==> config.mk <==
export PLATFORM = sky130hd
export DESIGN_NAME = tinytester_seq
export DESIGN_NICKNAME = d
export VERILOG_FILES = /design/src/rtl/tinytester_pkg.sv /design/src/rtl/tinytester_phase_ctr.sv /design/src/rtl/tinytester_seq.sv
export SDC_FILE = /design/constraint.sdc
export NUM_CORES = 1
export LEC_CHECK = 0
export CAP_MARGIN = 20
export CORE_MARGIN = 2
export CORE_UTILIZATION = 25
export CTS_BUF_LIST = sky130_fd_sc_hd__clkbuf_8
export DETAILED_ROUTE_END_ITERATION = 6
export SYNTH_ARGS = -nofsm -noshare
export SYNTH_HDL_FRONTEND = slang
export SYNTH_SLANG_ARGS = --single-unit
==> constraint.sdc <==
create_clock -name clk -period 12.09 [get_ports clk]
set_clock_uncertainty 0.05 [all_clocks]
set_input_delay 3.627 -clock clk [delete_from_list [all_inputs] [get_ports clk]]
set_output_delay 3.627 -clock clk [all_outputs]
set_load 0.1 [all_outputs]
==> src/rtl/tinytester_pkg.sv <==
// tinytester_pkg
// Shared definitions for the tinytester_seq pad sequencer: the one-hot state
// encodings seen on state_o and the default parameter values used by the
// sequencer and its phase counter.
// Ports: none (package).
// Build option: TINYTESTER_SEQ_COMPARE_EN (see tinytester_seq.sv).

package tinytester_pkg;

  // One-hot state encodings, bit order {WAIT, RUN, IDLE}
  localparam logic [2:0] ST_IDLE = 3'b001;
  localparam logic [2:0] ST_RUN  = 3'b010;
  localparam logic [2:0] ST_WAIT = 3'b100;

  // Default parameter values
  localparam int DEF_WIDTH      = 32;
  localparam int DEF_NUM_PHASES = 4;
  localparam int DEF_PH_W       = 4;
  localparam int DEF_LEN_W      = 8;
  localparam int DEF_REP_W      = 16;

  typedef enum logic [2:0] {
    S_IDLE = ST_IDLE,
    S_RUN  = ST_RUN,
    S_WAIT = ST_WAIT
  } state_t;

endpackage

==> src/rtl/tinytester_phase_ctr.sv <==
// tinytester_phase_ctr
// Hold / phase / iteration counters for one tinytester_seq run.
// Ports:
//   clk, rst          clock, asynchronous active-high reset
//   clear_i           zero all counters (run start)
//   en_i              advance the counters this cycle (RUN, not aborting)
//   len_i             latched hold length (phase lasts len_i+1 cycles)
//   rep_i             latched repeat count (repeat_i+1 iterations)
//   phase_idx_o       current phase index
//   phase_last_o      current cycle is the last cycle of the phase
//   run_last_o        current cycle is the last cycle of the whole run

module tinytester_phase_ctr
  import tinytester_pkg::*;
#(
  parameter int NUM_PHASES = DEF_NUM_PHASES,
  parameter int PH_W       = DEF_PH_W,
  parameter int LEN_W      = DEF_LEN_W,
  parameter int REP_W      = DEF_REP_W
) (
  input  logic             clk,
  input  logic             rst,
  input  logic             clear_i,
  input  logic             en_i,
  input  logic [LEN_W-1:0] len_i,
  input  logic [REP_W-1:0] rep_i,
  output logic [PH_W-1:0]  phase_idx_o,
  output logic             phase_last_o,
  output logic             run_last_o
);

  localparam logic [PH_W-1:0] LAST_PH = PH_W'(NUM_PHASES - 1);

  logic [LEN_W-1:0] hold_q;
  logic [PH_W-1:0]  phase_q;
  logic [REP_W-1:0] iter_q;
  logic             last_phase;

  assign phase_last_o = (hold_q == len_i);
  assign last_phase   = (phase_q == LAST_PH);
  assign run_last_o   = phase_last_o && last_phase && (iter_q == rep_i);
  assign phase_idx_o  = phase_q;

  // Counter update: the hold counter runs up to the latched length, then the
  // phase advances; after the final phase the iteration counter advances and
  // the phase wraps. On the very last cycle of the run nothing moves, the
  // counters simply freeze until the next clear.
  always_ff @(posedge clk or posedge rst) begin
    if (rst) begin
      hold_q  <= '0;
      phase_q <= '0;
      iter_q  <= '0;
    end else if (clear_i) begin
      hold_q  <= '0;
      phase_q <= '0;
      iter_q  <= '0;
    end else if (en_i) begin
      if (!phase_last_o) begin
        hold_q <= hold_q + LEN_W'(1);
      end else if (!last_phase) begin
        phase_q <= phase_q + PH_W'(1);
        hold_q  <= '0;
      end else if (iter_q != rep_i) begin
        iter_q  <= iter_q + REP_W'(1);
        phase_q <= '0;
        hold_q  <= '0;
      end
    end
  end

endmodule

==> src/rtl/tinytester_seq.sv <==
// tinytester_seq
// Drives a WIDTH-bit pad bus through NUM_PHASES programmable phases with a
// programmable per-phase hold time, repeat count, selectable capture phase
// and an abort input. Sits between the register bank and the pad ring.
// Ports:
//   clk, rst           clock, asynchronous active-high reset
//   start_i            level; starts a run from IDLE, must drop before rerun
//   abort_i            level; ends a run (only honoured in RUN)
//   phase_len_i        per-phase hold length (len+1 cycles), latched at start
//   repeat_i           iteration count minus one, latched at start
//   capture_phase_i    phase whose last cycle samples padin_i, latched at start
//   dataout_i, oe_i    output pattern and pad enables
//   active_on_i        per-phase masks, slice k = [k*WIDTH +: WIDTH]
//   padout_o, padoe_o  pad data / enable
//   padin_i, datain_o  pad input and its captured copy
//   busy_o, done_o     high in RUN / WAIT
//   state_o            one-hot {WAIT, RUN, IDLE}
// Build option TINYTESTER_SEQ_COMPARE_EN adds expect_i, cmpmask_i and the
// sticky mismatch_o flag evaluated at every capture.

module tinytester_seq
  import tinytester_pkg::*;
#(
  parameter int WIDTH      = DEF_WIDTH,
  parameter int NUM_PHASES = DEF_NUM_PHASES,
  parameter int PH_W       = DEF_PH_W,
  parameter int LEN_W      = DEF_LEN_W,
  parameter int REP_W      = DEF_REP_W
) (
  input  logic                        clk,
  input  logic                        rst,
  input  logic                        start_i,
  input  logic                        abort_i,
  input  logic [LEN_W-1:0]            phase_len_i,
  input  logic [REP_W-1:0]            repeat_i,
  input  logic [PH_W-1:0]             capture_phase_i,
  input  logic [WIDTH-1:0]            dataout_i,
  input  logic [WIDTH-1:0]            oe_i,
  input  logic [NUM_PHASES*WIDTH-1:0] active_on_i,
  output logic [WIDTH-1:0]            padout_o,
  output logic [WIDTH-1:0]            padoe_o,
  input  logic [WIDTH-1:0]            padin_i,
  output logic [WIDTH-1:0]            datain_o,
`ifdef TINYTESTER_SEQ_COMPARE_EN
  input  logic [WIDTH-1:0]            expect_i,
  input  logic [WIDTH-1:0]            cmpmask_i,
  output logic                        mismatch_o,
`endif
  output logic                        busy_o,
  output logic                        done_o,
  output logic [2:0]                  state_o
);

  localparam logic [PH_W-1:0] LAST_PH = PH_W'(NUM_PHASES - 1);

  state_t           state_q;
  state_t           state_d;

  logic [LEN_W-1:0] len_q;
  logic [REP_W-1:0] rep_q;
  logic [PH_W-1:0]  cap_q;

  logic             start_run;
  logic             running;
  logic [PH_W-1:0]  phase_idx;
  logic             phase_last;
  logic             run_last;
  logic [PH_W-1:0]  next_phase;
  logic [PH_W-1:0]  entry_phase;
  logic [WIDTH-1:0] entry_mask;
  logic             capture_hit;

  assign start_run = (state_q == S_IDLE) && start_i;
  assign running   = (state_q == S_RUN) && !abort_i;

  tinytester_phase_ctr #(
    .NUM_PHASES (NUM_PHASES),
    .PH_W       (PH_W),
    .LEN_W      (LEN_W),
    .REP_W      (REP_W)
  ) u_phase_ctr (
    .clk          (clk),
    .rst          (rst),
    .clear_i      (start_run),
    .en_i         (running),
    .len_i        (len_q),
    .rep_i        (rep_q),
    .phase_idx_o  (phase_idx),
    .phase_last_o (phase_last),
    .run_last_o   (run_last)
  );

  assign next_phase  = (phase_idx == LAST_PH) ? '0 : phase_idx + PH_W'(1);
  // An out-of-range capture phase can never match a live phase index, so no
  // capture happens and datain_o keeps its value.
  assign capture_hit = phase_last && (phase_idx == cap_q);

  // Mask for the phase being entered: phase 0 at run start, otherwise the
  // phase following the current one. The mask bus is sampled live here.
  always_comb begin
    entry_phase = next_phase;
    if (state_q == S_IDLE) begin
      entry_phase = '0;
    end
    entry_mask = '0;
    for (int k = 0; k < NUM_PHASES; k++) begin
      if (entry_phase == PH_W'(k)) begin
        entry_mask = active_on_i[k*WIDTH +: WIDTH];
      end
    end
  end

  // State register
  always_ff @(posedge clk or posedge rst) begin
    if (rst) begin
      state_q <= S_IDLE;
    end else begin
      state_q <= state_d;
    end
  end

  // Next-state logic: abort wins over the normal end of run; WAIT holds
  // until start_i drops so a held start cannot retrigger a run.
  always_comb begin
    state_d = state_q;
    case (state_q)
      S_IDLE: if (start_i) state_d = S_RUN;
      S_RUN:  if (abort_i || run_last) state_d = S_WAIT;
      S_WAIT: if (!start_i) state_d = S_IDLE;
      default: state_d = S_IDLE;
    endcase
  end

  // State-decoded outputs
  always_comb begin
    busy_o  = (state_q == S_RUN);
    done_o  = (state_q == S_WAIT);
    state_o = state_q;
  end

  // Run datapath: latch the run configuration and the first pad drive at
  // start, then update the pads and capture at each phase boundary. An
  // abort only releases the pad enables; data and capture are untouched.
  always_ff @(posedge clk or posedge rst) begin
    if (rst) begin
      len_q      <= '0;
      rep_q      <= '0;
      cap_q      <= '0;
      padout_o   <= '0;
      padoe_o    <= '0;
      datain_o   <= '0;
`ifdef TINYTESTER_SEQ_COMPARE_EN
      mismatch_o <= 1'b0;
`endif
    end else if (start_run) begin
      len_q      <= phase_len_i;
      rep_q      <= repeat_i;
      cap_q      <= capture_phase_i;
      padout_o   <= dataout_i & entry_mask;
      padoe_o    <= oe_i;
`ifdef TINYTESTER_SEQ_COMPARE_EN
      mismatch_o <= 1'b0;
`endif
    end else if (state_q == S_RUN) begin
      if (abort_i) begin
        padoe_o <= '0;
      end else if (phase_last) begin
        if (capture_hit) begin
          datain_o <= padin_i;
`ifdef TINYTESTER_SEQ_COMPARE_EN
          if (((padin_i ^ expect_i) & cmpmask_i) != '0) begin
            mismatch_o <= 1'b1;
          end
`endif
        end
        if (!run_last) begin
          padout_o <= dataout_i & entry_mask;
        end
      end
    end
  end

endmodule

==> reports/qor.json <==
{
  "max_capacitance_violation_total": {"value": 0},
  "cts.clk_slew.worst_paths": {"value": 0.10, "unit": "ns"},
  "run_status": {"value": "complete, no violations"},
  "antenna_found_initial": {"value": 0},
  "worst_ir_drop_vdd": {"value": 0.000276, "unit": "V"},
  "setup.worst_path.start_class": {"value": "input port"},
  "timing.max_slew.rel_slack": {"value": 29.2, "unit": "%"},
  "critPathArrivalTime": {"value": 7.10, "unit": "ns"},
  "period_share": {"value": 56.4, "unit": "%"},
  "syn2layout_area_growth": {"value": 59.1, "unit": "%"},
  "cts_root_buffer": {"value": "clkbuf_8"},
  "fin_setup_tns": {"value": 0, "unit": "ns"},
  "seq_area": {"value": 3880, "unit": "um2"},
  "p_per_area": {"value": 262, "unit": "nW/um2"},
  "syn_inst": {"value": 701},
  "initialDrtViolationCount": {"value": 346},
  "ys_seq_area_share": {"value": 52.5, "unit": "%"},
  "grt_pass1_wl": {"value": 39500, "unit": "um"},
  "drc": {"value": 0},
  "minimum_setup_slack_among_reg_to_reg_paths": {"value": 8.18, "unit": "ns"},
  "nNetsFinal": {"value": 1296},
  "numClockSinks": {"value": 155},
  "post-route-min-period": {"value": 6.82, "unit": "ns"},
  "num_vias": {"value": 6755},
  "timing.final.ws_setup": {"value": 5.27, "unit": "ns"},
  "min_delay_path_depth": {"value": 2},
  "remaining_antenna_violation_count": {"value": 0},
  "fill_cells": {"value": 2797},
  "worst_skew_pair.late_latency": {"value": 0.45, "unit": "ns"},
  "port_buffers": {"value": 356},
  "synthesis.area": {"value": 7390, "unit": "um2"},
  "worst_setup_path_end_kind": {"value": "register"},
  "postRouteWirelength": {"value": 25500, "unit": "um"},
  "cts_hold_buffers": {"value": 0},
  "routabilityCongestion": {"value": 0.768},
  "r2r_cells": {"value": 7},
  "core-area": {"value": 28900, "unit": "um2"},
  "fp.dieArea": {"value": 31000, "unit": "um2"},
  "grt_start_max_net_pins": {"value": 83},
  "dpl.hpwl": {"value": 18400, "unit": "um"},
  "finalSetupViolCount": {"value": 0},
  "global_route.overflow_total": {"value": 0},
  "cts-buffers-inserted": {"value": 17},
  "tritoncts": {"value": "yes"},
  "detailedPlace.worstSlack": {"value": 4.80, "unit": "ns"},
  "synthesis.yosys.warnings": {"value": 0},
  "worst_r2r_endpoint": {"value": "u_phase_ctr.phase_idx_o[3]$_DFFE_PP0P_"},
  "cp_max_fo": {"value": 80},
  "regToRegStartpoint": {"value": "state_o[0]$_DFFE_PP1P_"},
  "via_count_of_the_first_global_routing_pass": {"value": 7024},
  "post_synthesis_net_count": {"value": 960},
  "finish.instance_area": {"value": 11800, "unit": "um2"},
  "tightestPinTransition": {"value": 1.06, "unit": "ns"},
  "finalHoldViolations": {"value": 0},
  "fraction_of_layout_cells_with_a_size_suffix_above_1": {"value": 9.05, "unit": "%"},
  "routed_wire_length_per_instance": {"value": 17.8, "unit": "um"},
  "power_leakage": {"value": 4.92, "unit": "nW"},
  "diodes": {"value": 0},
  "cts.path.max_buffers": {"value": 2},
  "async_flop_share": {"value": 100, "unit": "%"},
  "synth_cell_types": {"value": 52},
  "timing_max_transition_violations_final": {"value": 0},
  "hold_path.class": {"value": "register to register"},
  "initial_utilization": {"value": 25.6, "unit": "%"},
  "floorplan.die.height": {"value": 176, "unit": "um"},
  "netlist_top_cells_area": {"value": "dfrtp_1 (52%), nand2_1 (6.9%), mux2_2 (4.4%)"},
  "crit_type": {"value": "input port to register"},
  "syn_area_per_cell": {"value": 10.5, "unit": "um2"},
  "synth.cells.most_frequent": {"value": "dfrtp_1 (154), nand2_1 (135), clkbuf_1 (38)"},
  "placed_cell_area": {"value": 11400, "unit": "um2"},
  "groute.usage.overall": {"value": 16.3, "unit": "%"},
  "critPathRequiredTime": {"value": 12.37, "unit": "ns"},
  "h-tree-depth": {"value": 4},
  "io-pin-count": {"value": 357},
  "ys.flop_type": {"value": "dfrtp_1"},
  "drt_pre_antenna_iters": {"value": 4},
  "std_cell_rows": {"value": 62},
  "postCtsResizedCells": {"value": 0},
  "synthDominantAreaCellType": {"value": "dfrtp_1"},
  "synth_largest_type_area_fraction": {"value": 52.1, "unit": "%"},
  "final_core_util": {"value": 40.7, "unit": "%"},
  "post-synth-top-count-cell": {"value": "dfrtp_1"},
  "peak_freq": {"value": 147, "unit": "MHz"},
  "count_of_flip_flops_with_a_built_in_enable_after_synthesis": {"value": 0},
  "holdCritStartpoint": {"value": "padout_o[3]$_DFFE_PP0P_"},
  "post_cts_buffers": {"value": 0},
  "multiInputGateArea": {"value": 3320, "unit": "um2"},
  "flip_flop_and_latch_count_after_synthesis": {"value": 155},
  "routed_via_density": {"value": 4.71},
  "die_boundary_width": {"value": 176, "unit": "um"},
  "worst_hold_end": {"value": "padout_o[3]$_DFFE_PP0P_"},
  "grt_setup_unrepaired": {"value": "no"}
}
worst max-delay path by stage:
stage	from	endpoint	slack [ns]	cells past startpoint
2_1_floorplan	rst	cap_q[0]$_DFFE_PP0P_	4.24	1
3_3_place_gp	start_i	u_phase_ctr.phase_idx_o[3]$_DFFE_PP0P_	4.98	8
3_5_place_dp	start_i	u_phase_ctr.phase_idx_o[3]$_DFFE_PP0P_	4.80	8
4_1_cts	start_i	u_phase_ctr.phase_idx_o[3]$_DFFE_PP0P_	5.28	8
5_1_grt	start_i	u_phase_ctr.phase_idx_o[3]$_DFFE_PP0P_	4.97	8
6_report	start_i	u_phase_ctr.phase_idx_o[3]$_DFFE_PP0P_	5.27	8
metrics by stage:
stage                     hold WS, ns  std cells  total power, W
after floorplan                 0.415        701         0.00215
after CTS                       0.444       1434         0.00314
after global routing            0.459       1434         0.00326
final                           0.437       1434         0.00309
after detailed placement        0.419       1402         0.00271
after global placement          0.412       1402         0.00270
power breakdown:
| group | internal, W | total [W] | switching, W |
|---|---|---|---|
| Sequential | 0.000681 | 0.000804 | 0.000123 |
| Combinational | 0.000531 | 0.00188 | 0.00135 |
| Clock | 0.000157 | 0.000404 | 0.000247 |
| Total | 0.00137 | 0.00309 | 0.00172 |
final cells by class:
type | count | area share [%]
Timing Repair Buffer | 369 | 31.1
Sequential cell | 155 | 33.0
Multi-Input combinational cell | 491 | 28.2
Inverter | 3 | 0.138
Clock buffer | 17 | 1.99
Tap cell | 384 | 4.08
Clock inverter | 15 | 1.48
cells by family (layout without fill, tap and decap cells):
kind of cell,count (synthesis),in the layout,share of synthesized area (%)
AND/OR/NAND/NOR,220,220,14.5
XOR/XNOR,48,48,5.69
flip-flops,155,155,52.5
multiplexers,35,35,5.28
adder cells (fa/ha/maj),3,3,0.508
buffers and inverters,55,404,3.08
AO/OA/AOI/OAI,185,185,18.5
per-layer routing:
layer | GRT usage, % | vias to the layer above | share of wire [%]
met5 | 0 | - | 0
met4 | 4.72 | 0 | 1.9
met1 | 21.0 | 3227 | 43
li1 | - | 3206 | -
met2 | 26.9 | 294 | 48
met3 | 4.44 | 28 | 7.3
placed cells by master (no fill, tap or decap), types with 4 or more instances in the layout:
| master | netlist | routed |
|---|---|---|
| o211ai_1 | 33 | 33 |
| nand4_1 | 10 | 10 |
| dfrtp_1 | 154 | 154 |
| nor2_1 | 26 | 25 |
| xnor2_1 | 28 | 28 |
| clkbuf_8 | 0 | 17 |
| clkdlybuf4s50_1 | 0 | 356 |
| a22o_1 | 33 | 33 |
| clkinv_8 | 0 | 5 |
| xor2_1 | 20 | 20 |
| and3_1 | 6 | 6 |
| o21a_1 | 34 | 34 |
| nand2_1 | 135 | 135 |
| inv_6 | 0 | 4 |
| a221oi_1 | 32 | 32 |
| a21oi_1 | 7 | 6 |
| mux2_2 | 29 | 29 |
| nand3_1 | 5 | 5 |
| nor3_1 | 7 | 6 |
| nor4_1 | 5 | 5 |
| buf_4 | 1 | 13 |
| o21ai_0 | 35 | 35 |
state kept, by name, indices dropped and copies added, names as in the netlist:
| register | flops |
|---|---|
| cap_q | 4 |
| state_o | 3 |
| rep_q | 16 |
| padout_o | 32 |
| u_phase_ctr.phase_idx_o | 4 |
| padoe_o | 32 |
| datain_o | 32 |
| u_phase_ctr.iter_q | 16 |
| len_q | 8 |
| u_phase_ctr.hold_q | 8 |
critical path, cell delays in order:
cell and delay, ns:
clkdlybuf4s50_1 0.51, nor4bb_4 0.20, buf_4 0.67, nor2_1 0.28
a22oi_2 0.90, buf_4 0.42, a21oi_1 0.11, a311oi_1 0.26
Note: power is estimated with default switching activity, not from simulation.
==> patch 1: new RTL, config.mk and constraints unchanged <==
Register the input `phase_len_i` before use, without a reset. The logic sees it one clock later. The other inputs are not delayed to match. Comments in the files are not updated.
--- a/src/rtl/tinytester_seq.sv
+++ b/src/rtl/tinytester_seq.sv
@@ -52,6 +52,12 @@
 );
 
   localparam logic [PH_W-1:0] LAST_PH = PH_W'(NUM_PHASES - 1);
+
+  logic [LEN_W-1:0] phase_len_q;
+
+  always_ff @(posedge clk) begin
+    phase_len_q <= phase_len_i;
+  end
 
   state_t           state_q;
   state_t           state_d;
@@ -153,7 +159,7 @@
       mismatch_o <= 1'b0;
 `endif
     end else if (start_run) begin
-      len_q      <= phase_len_i;
+      len_q      <= phase_len_q;
       rep_q      <= repeat_i;
       cap_q      <= capture_phase_i;
       padout_o   <= dataout_i & entry_mask;
Function: changed (Yosys sat finds a counterexample within 4 cycles, from zero or initial values and one cycle with rst high).
==> patch 1 against the unedited design <==
- worst setup slack improved by 300 ps
- wire length up 8.3%
- combinational power fell by 3%
- synthesized area up 8.0%
- power decreased by 1.4%
- sequential power is 2% higher
- sequential cell count is 8 higher
- count of clock-buffer cells in the layout is the same
- non-clock buffer count grew 1
- design area up 4.9%
- highest routed layer unchanged
==> patch 1: results (changes against the unedited design) <==
Fin cells: 1523 (was 1434)
CTS Sinks: 163 (was 155)
Total GRT Usage: 16.10% (was 16.32%)
Sequential share of the synthesized area: 50.61% (was 52.47%)
P_leak: 5.185 nW (was 4.923 nW)
Number of non-clock buffers: 370 (was 369)
Critical R2R Capture: padout_o[12]$_DFFE_PP0P_ (was u_phase_ctr.phase_idx_o[3]$_DFFE_PP0P_)
Vias in the first global route: 7546 (was 7024)
Status: complete, no violations (unchanged)
Fillers: 3109 (was 2797)
Routed vias: 7438 (was 6755)
Seq. pwr: 0.818 mW (was 0.804 mW)
Synth area leaders: dfrtp_1, mux2_2, nand2_1 (was dfrtp_1, nand2_1, mux2_2)
R2R Path Start: u_phase_ctr.phase_idx_o[0]$_DFFE_PP0P_ (was state_o[0]$_DFFE_PP1P_)
VDD IR-drop max: 0.2238 mV (was 0.2763 mV)
Cell Area, Synth: 7983 um2 (was 7395 um2)
Crit path arrival time: 2840 ps (was 7100 ps)
First-pass GRT wire length: 42190 um (was 39520 um)
HPWL Detailed: 19430 um (was 18440 um)
Most instantiated cells after synthesis: dfrtp_1, nand2_1, o21ai_0 (was dfrtp_1, nand2_1, clkbuf_1)
P_int: 1.417 mW (was 1.369 mW)
Seq/total area: 32.73% (was 32.97%)
Inverters: 7 (was 3)
Hold_sp: phase_len_q[4]$_DFF_P_ (was padout_o[3]$_DFFE_PP0P_)
Worst hold path endpoint: len_q[4]$_DFFE_PP0P_ (was padout_o[3]$_DFFE_PP0P_)
DR iter-0 viols: 502 (was 346)
Layout non-clock buf frac: 29.72% (was 31.11%)
Worst R2R Path Depth: 9 (was 7)
Final hold slack: 371.3 ps (was 436.9 ps)
First-pass DRT Iterations: 6 (was 4)
Final WL: 27620 um (was 25510 um)
Worst Path Max Fanout: 6 (was 80)
Multi-input gates: 547 (was 491)
Placed inst area: 11940 um2 (was 11360 um2)
## patch 1: critical path, stage by stage, from the launching register on
cell	delay (ps)
dfrtp_1	480
nor3_1	570
clkdlybuf4s50_1	1340
## patch 1: worst max path at each step
stage,slack [ps],cells after the start,start,endpoint
final,5580,2,state_o[2]$_DFFE_PP0P_,busy_o
after global routing,5370,3,state_o[1]$_DFFE_PP0P_,busy_o
after CTS,5550,2,state_o[2]$_DFFE_PP0P_,busy_o
after detailed placement,5600,5,start_i,padout_o[31]$_DFFE_PP0P_
after global placement,5670,5,start_i,padout_o[27]$_DFFE_PP0P_
after floorplan,4240,1,rst,cap_q[0]$_DFFE_PP0P_
## patch 1: routing by layer
metal  share of wire (%)  GRT usage, %
met1                  43         20.26
met2                  48         26.56
met3                 6.9         4.291
met4                 2.3         5.806
met5                   0             0
## patch 1: logic make-up after synthesis
family / share of synthesized area [%]
buf+inv: 3.307
xor+xnor: 4.169
mux: 9.530
compound gates: 19.50
simple gates: 12.41
flops: 50.61
fa+ha+maj: 0.4703
==> patch 2: new RTL, same settings <==
Made on the original files. Change the package constant `DEF_REP_W` from 16 to 32.
--- a/src/rtl/tinytester_pkg.sv
+++ b/src/rtl/tinytester_pkg.sv
@@ -17,7 +17,7 @@
   localparam int DEF_NUM_PHASES = 4;
   localparam int DEF_PH_W       = 4;
   localparam int DEF_LEN_W      = 8;
-  localparam int DEF_REP_W      = 16;
+  localparam int DEF_REP_W      = 32;
 
   typedef enum logic [2:0] {
     S_IDLE = ST_IDLE,
Interface: changed (resized repeat_i); port bits go from 357 to 373. No check against the original RTL was run, so the function may have changed too.
==> patch 2 against the unedited design <==
- critical path depth is 6 lower
- largest power group unchanged
- sequential cell count is 32 higher
- register-to-register slack better by 830 ps
- via count rose by 24%
- first-iteration DRC count increased by 32%
- hold slack got worse by 2.7 ps
- power is 5.3% lower
- design area is 16% higher
- global-route usage rose by 0.39 points
- worst setup slack better by 460 ps
- die area is 22% higher
- highest routed layer unchanged
- synthesized area rose by 23%
- wire length grew 25%
==> patch 2: results (changes against the unedited design) <==
Root buffer cell: clkbuf_8 (unchanged)
Share of cells above drive strength 1: 7.498% (was 9.048%)
Post-cts repair resize count: 0 (unchanged)
CTS Buf Count: 17 (unchanged)
Slew headroom: 25.63% (was 29.19%)
Final worst path period share: 52.57% (was 56.37%)
Placed cells: 1736 (was 1402)
Vias in the first global route: 8284 (was 7024)
P_leak: 5.969 nW (was 4.923 nW)
Final hold slack: 434.2 ps (was 436.9 ps)
First-pass DRT Iterations: 5 (was 4)
Clock share of power: 15.2% (was 13.1%)
CP Launch Point: state_o[2]$_DFFE_PP0P_ (was start_i)
GP Congestion: 0.9012 (was 0.7680)
Xor and xnor fraction of the mapped netlist area: 4.629% (was 5.685%)
DR iter-0 viols: 458 (was 346)
Antenna violations before repair: 2 (was 0)
Critical R2R Capture: u_phase_ctr.iter_q[17]$_DFFE_PP0P_ (was u_phase_ctr.phase_idx_o[3]$_DFFE_PP0P_)
Mux contribution to synthesized area: 4.629% (was 5.279%)
H-tree depth: 4 (unchanged)
Wire per inst: 18.06 um (was 17.79 um)
Setup bufs post-CTS: 0 (unchanged)
Seq. pwr: 0.916 mW (was 0.804 mW)
Post-synth ARST share: 100.0% (unchanged)
First-pass GRT wire length: 49090 um (was 39520 um)
Clock-pin slew on the worst setup and hold paths: 100 ps (about the same)
Setup Slack @ Placement: 5734 ps (was 4798 ps)
Synthesized area per cell: 9.519 um2 (was 10.55 um2)
Netlist cell types: 56 (was 52)
Synth Net Count: 1229 (was 960)
Hold_sp: padout_o[21]$_DFFE_PP0P_ (was padout_o[3]$_DFFE_PP0P_)
R2r setup slk: 9010 ps (was 8180 ps)
Port buffer count: 372 (was 356)
Clock Latency Late Sink: 480 ps (was 450 ps)
Crit path arrival time: 2680 ps (was 7100 ps)
Routed vias: 8398 (was 6755)
Vias/cell: 4.747 (was 4.711)
Largest net degree at the start of global routing: 131 (was 83)
Synth Area in Compound Gates: 18.75% (was 18.53%)
R2R Path Start: u_phase_ctr.phase_idx_o[0]$_DFFE_PP0P_ (was state_o[0]$_DFFE_PP1P_)
Hold WC Path Type: register to register (unchanged)
Total GRT Usage: 16.71% (was 16.32%)
Worst Path Max Fanout: 8 (was 80)
CP peak stage delay: 1270 ps (was 900 ps)
Most instantiated cells after synthesis: nand2_1, dfrtp_1, a21oi_1 (was dfrtp_1, nand2_1, clkbuf_1)
Synth area leaders: dfrtp_1, nand2_1, a21oi_1 (was dfrtp_1, nand2_1, mux2_2)
Critical-path top delay cell: clkdlybuf4s50_1 (was a22oi_2)
Nets: 1569 (was 1296)
HPWL Detailed: 23360 um (was 18440 um)
Sequential share of the synthesized area: 51.54% (was 52.47%)
Status: complete, no violations (unchanged)
Worst Setup EP: busy_o (was u_phase_ctr.phase_idx_o[3]$_DFFE_PP0P_)
VDD IR-drop max: 0.2637 mV (was 0.2763 mV)
Synth Area in Adders: 0.4133% (was 0.5076%)
Placed inst area: 13260 um2 (was 11360 um2)
P_int: 1.425 mW (was 1.369 mW)
## patch 2: cell count changes after synthesis, sizes merged, moves of 21 or more
cell	before	now
a21oi	7	86
a221oi	32	0
dfrtp	154	186
nand2	135	224
o211ai	33	9
o21a	34	7
o21ai	36	82
o31ai	0	38
xnor2	28	7
xor2	20	41
## patch 2: routing by layer
metal	routed length [um]	track usage, %
met4	428	4.217
met5	0	0
met2	14830	25.87
met3	2221	4.234
met1	14460	23.27
## patch 2: logic make-up (layout without fill, tap and decap cells)
logic type      after synthesis  after routing
buf+inv                      72            425
simple gates                333            333
other cells                   0              1
flops                       187            187
fa+ha+maj                     3              3
compound gates              273            273
mux                          38             38
xor+xnor                     48             48
## patch 2: area by class of cell
class	count	area, um2
well taps	461	576.8
multi-input cells	695	4150
inverters	9	41.29
clock buffers	19	261.5
clock inverters	13	142.6
fillers	3579	21990
flip-flops and latches	187	4681
repair buffers	384	3814
diodes	1	2.502
## patch 2: worst min-delay path: cells and delay by family (launching register included)
kind / cells / cell delay, ps
DFF: 1 / 350
and+or+nand+nor: 1 / 50
AOI/OAI and AO/OA: 1 / 50
## patch 2: worst min path at each step
stage / to / cells after the start
6_report: padout_o[21]$_DFFE_PP0P_ / 2
5_1_grt: padout_o[26]$_DFFE_PP0P_ / 2
4_1_cts: padout_o[26]$_DFFE_PP0P_ / 2
3_5_place_dp: padout_o[26]$_DFFE_PP0P_ / 2
3_3_place_gp: padout_o[23]$_DFFE_PP0P_ / 2
2_1_floorplan: len_q[2]$_DFFE_PP0P_ / 2
## patch 2: per-stage QoR
step | util (%) | total power [mW]
2_1_floorplan | - | 2.022
3_3_place_gp | 37.20 | 2.482
3_5_place_dp | 37.20 | 2.496
4_1_cts | 38.33 | 2.958
5_1_grt | 38.34 | 3.081
6_report | 38.34 | 2.923
